### config.mk
export PLATFORM = sky130hd
export DESIGN_NAME = weight_mem
export DESIGN_NICKNAME = d
export VERILOG_FILES = /design/src/rtl/weight_mem.sv
export SDC_FILE = /design/constraint.sdc
export NUM_CORES = 1
export LEC_CHECK = 0
export ABC_CLOCK_PERIOD_IN_PS = 7300
export CAP_MARGIN = 20
export CORE_AREA = 2 2 310 250
export CTS_CLUSTER_DIAMETER = 120
export DETAILED_ROUTE_END_ITERATION = 8
export DIE_AREA = 0 0 312 252
export SYNTH_ARGS = -nofsm -noshare
export SYNTH_HDL_FRONTEND = slang
export SYNTH_SLANG_ARGS = --single-unit
### constraint.sdc
create_clock -name Clock -period 7.3 [get_ports Clock]
set_input_delay 1.46 -clock Clock [delete_from_list [all_inputs] [get_ports Clock]]
set_output_delay 1.46 -clock Clock [all_outputs]
set_load 0.05 [all_outputs]
### src/rtl/weight_mem.sv
// -----------------------------------------------------------------------------
// weight_mem: synchronous weight store for the neural-network datapath.
//
// Holds DEPTH signed DATA_W-bit weights. After reset, and again on request, a
// hardware sweep fills the array with zeros or LFSR-derived random values.
// While idle, a valid/ready request port serves reads (latency 1), writes, and
// saturating in-place accumulates (read-modify-write, one per two cycles).
//
// Ports:
//   Clock       rising-edge clock
//   Rst         asynchronous active-low reset
//   init_start  pulse in IDLE: start an init sweep (wins over req_valid)
//   init_mode   sampled with init_start: 0 = zero fill, 1 = random fill
//   busy        high while an init sweep runs
//   init_done   one-cycle pulse after the last sweep write
//   req_valid   request present
//   req_ready   request accepted on this cycle's rising edge if req_valid
//   req_op      00 read, 01 write, 10 accumulate, 11 read
//   req_addr    word address
//   req_data    signed write data or accumulate delta
//   rd_valid    one-cycle pulse: rd_data valid
//   rd_data     signed read / accumulate result (held between pulses)
//   sat_flag    pulses with rd_valid when an accumulate was clamped
//   addr_err    pulses the cycle after accepting a request with addr >= DEPTH
// -----------------------------------------------------------------------------
module weight_mem #(
    parameter int          DATA_W     = 10,
    parameter int          DEPTH      = 65,
    parameter int          ADDR_W     = 7,
    parameter logic [15:0] LFSR_SEED  = 16'hACE1,
    parameter int          RAND_SHIFT = 3
) (
    input  logic                     Clock,
    input  logic                     Rst,
    input  logic                     init_start,
    input  logic                     init_mode,
    output logic                     busy,
    output logic                     init_done,
    input  logic                     req_valid,
    output logic                     req_ready,
    input  logic [1:0]               req_op,
    input  logic [ADDR_W-1:0]        req_addr,
    input  logic signed [DATA_W-1:0] req_data,
    output logic                     rd_valid,
    output logic signed [DATA_W-1:0] rd_data,
    output logic                     sat_flag,
    output logic                     addr_err
);

    typedef enum logic [1:0] {ST_INIT, ST_IDLE, ST_RMW} state_t;

    localparam logic [1:0] OP_WRITE = 2'b01;
    localparam logic [1:0] OP_ACC   = 2'b10;

    localparam logic [ADDR_W:0]        DEPTH_EXT = (ADDR_W+1)'(DEPTH);
    localparam logic [ADDR_W-1:0]      LAST_ADDR = ADDR_W'(DEPTH - 1);
    localparam logic signed [DATA_W:0] SUM_MAX   = (DATA_W+1)'((2 ** (DATA_W - 1)) - 1);
    localparam logic signed [DATA_W:0] SUM_MIN   = -((DATA_W+1)'(2 ** (DATA_W - 1)));

    state_t                     state_q, state_d;
    logic [ADDR_W-1:0]          ptr_q, ptr_d;
    logic                       mode_q, mode_d;
    logic [15:0]                lfsr_q, lfsr_d;
    logic [ADDR_W-1:0]          acc_addr_q, acc_addr_d;
    logic signed [DATA_W-1:0]   acc_delta_q, acc_delta_d;
    logic                       rd_valid_q, rd_valid_d;
    logic signed [DATA_W-1:0]   rd_data_q, rd_data_d;
    logic                       sat_q, sat_d;
    logic                       addr_err_q, addr_err_d;
    logic                       init_done_q, init_done_d;

    logic signed [DATA_W-1:0]   mem [DEPTH];
    logic                       mem_we;
    logic [ADDR_W-1:0]          mem_waddr;
    logic signed [DATA_W-1:0]   mem_wdata;

    logic                       req_in_range, acc_in_range;
    logic [15:0]                lfsr_next;
    logic signed [DATA_W-1:0]   rand_raw, rand_val;
    logic signed [DATA_W-1:0]   rmw_old;
    logic signed [DATA_W:0]     rmw_sum;
    logic signed [DATA_W-1:0]   rmw_clamped;
    logic                       rmw_sat;

    assign req_in_range = {1'b0, req_addr} < DEPTH_EXT;
    assign acc_in_range = {1'b0, acc_addr_q} < DEPTH_EXT;

    // Fibonacci LFSR, taps 16,14,13,11, shifting left into bit 0.
    assign lfsr_next = {lfsr_q[14:0], lfsr_q[15] ^ lfsr_q[13] ^ lfsr_q[12] ^ lfsr_q[10]};
    assign rand_raw  = lfsr_q[DATA_W-1:0];
    assign rand_val  = rand_raw >>> RAND_SHIFT;

    // One extra bit of headroom makes overflow visible before clamping.
    assign rmw_old = acc_in_range ? mem[acc_addr_q] : '0;
    assign rmw_sum = {rmw_old[DATA_W-1], rmw_old} + {acc_delta_q[DATA_W-1], acc_delta_q};

    always_comb begin
        rmw_sat     = 1'b1;
        rmw_clamped = rmw_sum[DATA_W-1:0];
        if (rmw_sum > SUM_MAX) begin
            rmw_clamped = SUM_MAX[DATA_W-1:0];
        end else if (rmw_sum < SUM_MIN) begin
            rmw_clamped = SUM_MIN[DATA_W-1:0];
        end else begin
            rmw_sat = 1'b0;
        end
    end

    always_comb begin
        // NOTE: every combinational output gets a default first, so no path
        // through the case below can leave a signal unassigned (no latches).
        state_d     = state_q;
        ptr_d       = ptr_q;
        mode_d      = mode_q;
        lfsr_d      = lfsr_q;
        acc_addr_d  = acc_addr_q;
        acc_delta_d = acc_delta_q;
        rd_valid_d  = 1'b0;
        rd_data_d   = rd_data_q;
        sat_d       = 1'b0;
        addr_err_d  = 1'b0;
        init_done_d = 1'b0;
        req_ready   = 1'b0;
        mem_we      = 1'b0;
        mem_waddr   = ptr_q;
        mem_wdata   = '0;

        case (state_q)
            ST_INIT: begin
                mem_we    = 1'b1;
                mem_waddr = ptr_q;
                if (mode_q) begin
                    mem_wdata = rand_val;
                    lfsr_d    = lfsr_next;
                end
                if (ptr_q == LAST_ADDR) begin
                    state_d     = ST_IDLE;
                    init_done_d = 1'b1;
                    ptr_d       = '0;
                end else begin
                    ptr_d = ptr_q + ADDR_W'(1);
                end
            end

            ST_IDLE: begin
                if (init_start) begin
                    // The sweep wins; req_ready stays low so nothing is accepted.
                    state_d = ST_INIT;
                    mode_d  = init_mode;
                    ptr_d   = '0;
                end else begin
                    req_ready = 1'b1;
                    if (req_valid) begin
                        addr_err_d = !req_in_range;
                        case (req_op)
                            OP_WRITE: begin
                                mem_we    = req_in_range;
                                mem_waddr = req_addr;
                                mem_wdata = req_data;
                            end
                            OP_ACC: begin
                                acc_addr_d  = req_addr;
                                acc_delta_d = req_data;
                                state_d     = ST_RMW;
                            end
                            default: begin  // read, and reserved op as read
                                rd_valid_d = 1'b1;
                                rd_data_d  = req_in_range ? mem[req_addr] : '0;
                            end
                        endcase
                    end
                end
            end

            ST_RMW: begin
                state_d    = ST_IDLE;
                rd_valid_d = 1'b1;
                if (acc_in_range) begin
                    mem_we    = 1'b1;
                    mem_waddr = acc_addr_q;
                    mem_wdata = rmw_clamped;
                    rd_data_d = rmw_clamped;
                    sat_d     = rmw_sat;
                end else begin
                    rd_data_d = '0;
                end
            end

            default: state_d = ST_INIT;
        endcase
    end

    // NOTE: state registers use non-blocking assignments so every flop samples
    // the pre-edge value of every other flop.
    always_ff @(posedge Clock or negedge Rst) begin
        if (!Rst) begin
            state_q     <= ST_INIT;
            ptr_q       <= '0;
            mode_q      <= 1'b0;
            lfsr_q      <= LFSR_SEED;
            acc_addr_q  <= '0;
            acc_delta_q <= '0;
            rd_valid_q  <= 1'b0;
            rd_data_q   <= '0;
            sat_q       <= 1'b0;
            addr_err_q  <= 1'b0;
            init_done_q <= 1'b0;
        end else begin
            state_q     <= state_d;
            ptr_q       <= ptr_d;
            mode_q      <= mode_d;
            lfsr_q      <= lfsr_d;
            acc_addr_q  <= acc_addr_d;
            acc_delta_q <= acc_delta_d;
            rd_valid_q  <= rd_valid_d;
            rd_data_q   <= rd_data_d;
            sat_q       <= sat_d;
            addr_err_q  <= addr_err_d;
            init_done_q <= init_done_d;
        end
    end

    // NOTE: the array has no reset; the post-reset zero sweep clears it, which
    // keeps it mappable onto RAM primitives.
    always_ff @(posedge Clock) begin
        if (mem_we) begin
            mem[mem_waddr] <= mem_wdata;
        end
    end

    assign busy      = (state_q == ST_INIT);
    assign init_done = init_done_q;
    assign rd_valid  = rd_valid_q;
    assign rd_data   = rd_data_q;
    assign sat_flag  = sat_q;
    assign addr_err  = addr_err_q;

endmodule

==> impl_metrics.tcl <==
set metrics [dict create \
    status "completed" \
    synthTopCellsByArea "edfxtp_1 (58%), mux4_2 (22%), dfrtp_1 (3.6%), mux2i_1 (2.3%), nand2_1 (1.2%)" \
    worstHoldPathType "reg -> reg" \
    period_share_pct 84.68 \
    drtIter0Drc 2690 \
    die_y_um 252 \
    cts_buffer_depth 3 \
    synth-edff-count 650 \
    finish.net_count 1989 \
    layout-drive-gt1-share_pct 30.55 \
    rows 90 \
    start_util_pct 44.84 \
    rsz0062_at_grt "false" \
    rr_startpoint "acc_addr_q[0]" \
    worst-r2r-cell-count 15 \
    power_leakage_nw 10.15 \
    final_cell_mix "edfxtp_1 (650), mux4_2 (330), nand2_1 (107)" \
    vias 20080 \
    grt_max_degree 78 \
    synth_top_cell_area_share_pct 57.87 \
    max_stage_delay_ns 0.81 \
    synth-main-ff-cell "edfxtp_1" \
    critPathLaunchType "flop" \
    mostFrequentLayoutCell "edfxtp_1" \
    finClkSkew_ns 0.03081 \
    grtUsageTotal_pct 25.70 \
    dp_slack_ns 1.243 \
    drt_drc_violations_left 0 \
    ys_seq_elements 707 \
    wirelength_mm 100.5 \
    crit_cells 15 \
    synth_area_um2 33730 \
    routed_via_density 6.665 \
    holdPathEnd "lfsr_q[11]" \
    ys_async_sr_fraction_pct 8.062 \
    cap_violations 0 \
    gp_congestion 0.9211 \
    setup_violations 0 \
    worst_pin_slew_ns 1.347 \
    vdd_drop_max_uv 187.0 \
    cp_slowest_cell "a31oi_4" \
    critPathMaxFanout 31 \
    whs_path_depth 2 \
    worstSkewPairLatency_ns 0.63 \
    hpwl_mm 62.94 \
    ios 40 \
    cpLargestDelayFamily "compound AO/OA/AOI/OAI gates" \
    worst_slack_ns 1.119 \
    p_total_mw 8.399 \
    syn2layout_area_growth_pct 12.86 \
    cts-root-buf "clkbuf_16" \
    fin_crit_ns 6.181 \
    p_per_area_nw_per_um2 220.6 \
    die_w_um 312 \
    grt_pass1_vias 19860 \
    end_kind "flop" \
    synth_top_cell_by_area "edfxtp_1" \
    antenna_found_initial 2 \
    min_from "lfsr_q[11]" \
    worstPathBufferInverterCount 2 \
    first_pass_iters 6 \
    cts_hold_buf 0 \
    grt_overflow 0 \
    drtAntennaViolNets 0 \
    synthCells 1862 \
    detail_route.wl_per_cell_um 33.37 \
    htreeDepth 3 \
    cts_buffers 72 \
    slew_headroom_pct 9.636 \
    worst-r2r-setup-slack_ns 1.12 \
    fmax_mhz 161.8 \
    criticalPathCategory "reg -> reg" \
    place_area_um2 35680 \
    crit_arrival_ns 6.61 \
    numPortBuffers 39 \
    synth_cell_types 73 \
    ys_seq_area_share_pct 62.13 \
    cp_data_required_time_ns 7.73 \
    grt_pass1_wl_mm 143.5 \
    synthesis.nets 1906 \
    crit_chain "buf_4, mux4_2, mux4_2, a22o_1, a21oi_1, o21ai_1, ha_1, nor2b_1, o2111ai_1, a32oi_1, or4b_1, nand2_2, o21ai_0, a31oi_4, buf_4" \
    timing.rr.end "mem[40][4]" \
    cts_num_sinks 707 \
    cts_tree "yes" \
    tns_ns 0 \
    cts_setup_buffers 0 \
    cts_resized 0 \
    yosysWarnings 0 \
    avgSynthCellArea_um2 18.11 \
    slew_viol_final 0 \
    dieArea_um2 78620 \
    hold_violations 0 \
    path_clk_slew_ns 0.06 \
    core-area_um2 75220 \
    post-route-cell-area_um2 38070 \
]
state kept, by name, summed over array words and instances (netlist names), 2 cells and up:
register / count
mem: 650
lfsr_q: 16
acc_delta_q: 10
rd_data: 10
acc_addr_q: 7
ptr_q: 7
state_q: 2
kinds of logic (layout without fill, tap and decap cells):
family                   count (synthesis)  after routing  synth area share (%)
flip-flops                             707            707                 62.13
other                                    0              1                     0
AO/OA/AOI/OAI                          275            275                 5.928
XOR/XNOR                                 9              9                0.2337
adder cells (fa/ha/maj)                 20             20                0.7642
multiplexers                           423            423                 24.85
buffers and inverters                  151            289                 2.478
AND/OR/NAND/NOR                        277            277                 3.617
worst max-delay path by stage:
stage	end	start	slack, ns
6_report	mem[40][4]	acc_addr_q[0]	1.12
5_1_grt	mem[35][4]	acc_addr_q[0]	0.83
4_1_cts	mem[35][4]	acc_addr_q[0]	1.20
3_5_place_dp	mem[32][4]	acc_addr_q[0]	1.24
3_3_place_gp	mem[32][4]	acc_addr_q[0]	1.36
2_1_floorplan	mem[0][2]	acc_addr_q[1]	0.1
metrics by stage:
| step | hold slack [ns] | utilization (%) | std cells |
|---|---|---|---|
| 4_1_cts | 0.4611 | 50.60 | 3012 |
| 6_report | 0.4593 | 50.60 | 3013 |
| 2_1_floorplan | 0.4386 | - | 1862 |
| 3_5_place_dp | 0.4520 | 47.44 | 2883 |
| 3_3_place_gp | 0.4485 | 47.44 | 2883 |
| 5_1_grt | 0.4839 | 50.60 | 3012 |
per-layer routing:
layer / routed length (um) / part of all wire (%) / GRT usage [%]
met5: 0 / 0 / 0
met4: 2812 / 2.8 / 7.404
met2: 44060 / 44 / 37.17
met3: 10880 / 11 / 5.326
met1: 42790 / 43 / 39.45
worst min-delay path, stage by stage (launching register included):
cell	delay, ns
dfstp_2	0.37
nand2_1	0.05
nand2_1	0.05
report_power, final:
part / internal (mW) / leakage [nW] / total (mW) / switching [mW]
Clock: 2.20 / 1.17 / 3.79 / 1.59
Combinational: 0.0834 / 3.72 / 0.250 / 0.167
Sequential: 4.36 / 5.26 / 4.36 / 0
Total: 6.64 / 10.2 / 8.40 / 1.76
final cells by class:
cell class,count,area [um2]
Timing Repair Buffer,136,1190
Clock inverter,39,414.1
Inverter,24,90.09
Multi-Input combinational cell,1004,12170
Fill cell,6196,37160
Antenna cell,1,2.502
Tap cell,1012,1266
Clock buffer,90,1964
Sequential cell,707,20970
Yosys cell counts, drive strengths merged (7+ instances only):
cell / instances
a21oi: 32
a221oi: 34
a22o: 41
a22oi: 17
a31oi: 12
and2: 7
buf: 62
clkbuf: 65
dfrtp: 49
dfstp: 8
edfxtp: 650
ha: 19
inv: 24
mux2: 15
mux2i: 78
mux4: 330
nand2: 109
nand3: 21
nor2: 95
nor2b: 10
o211ai: 10
o21a: 9
o21ai: 54
o22ai: 10
o31ai: 7
Power figures use the tool's default switching activity.
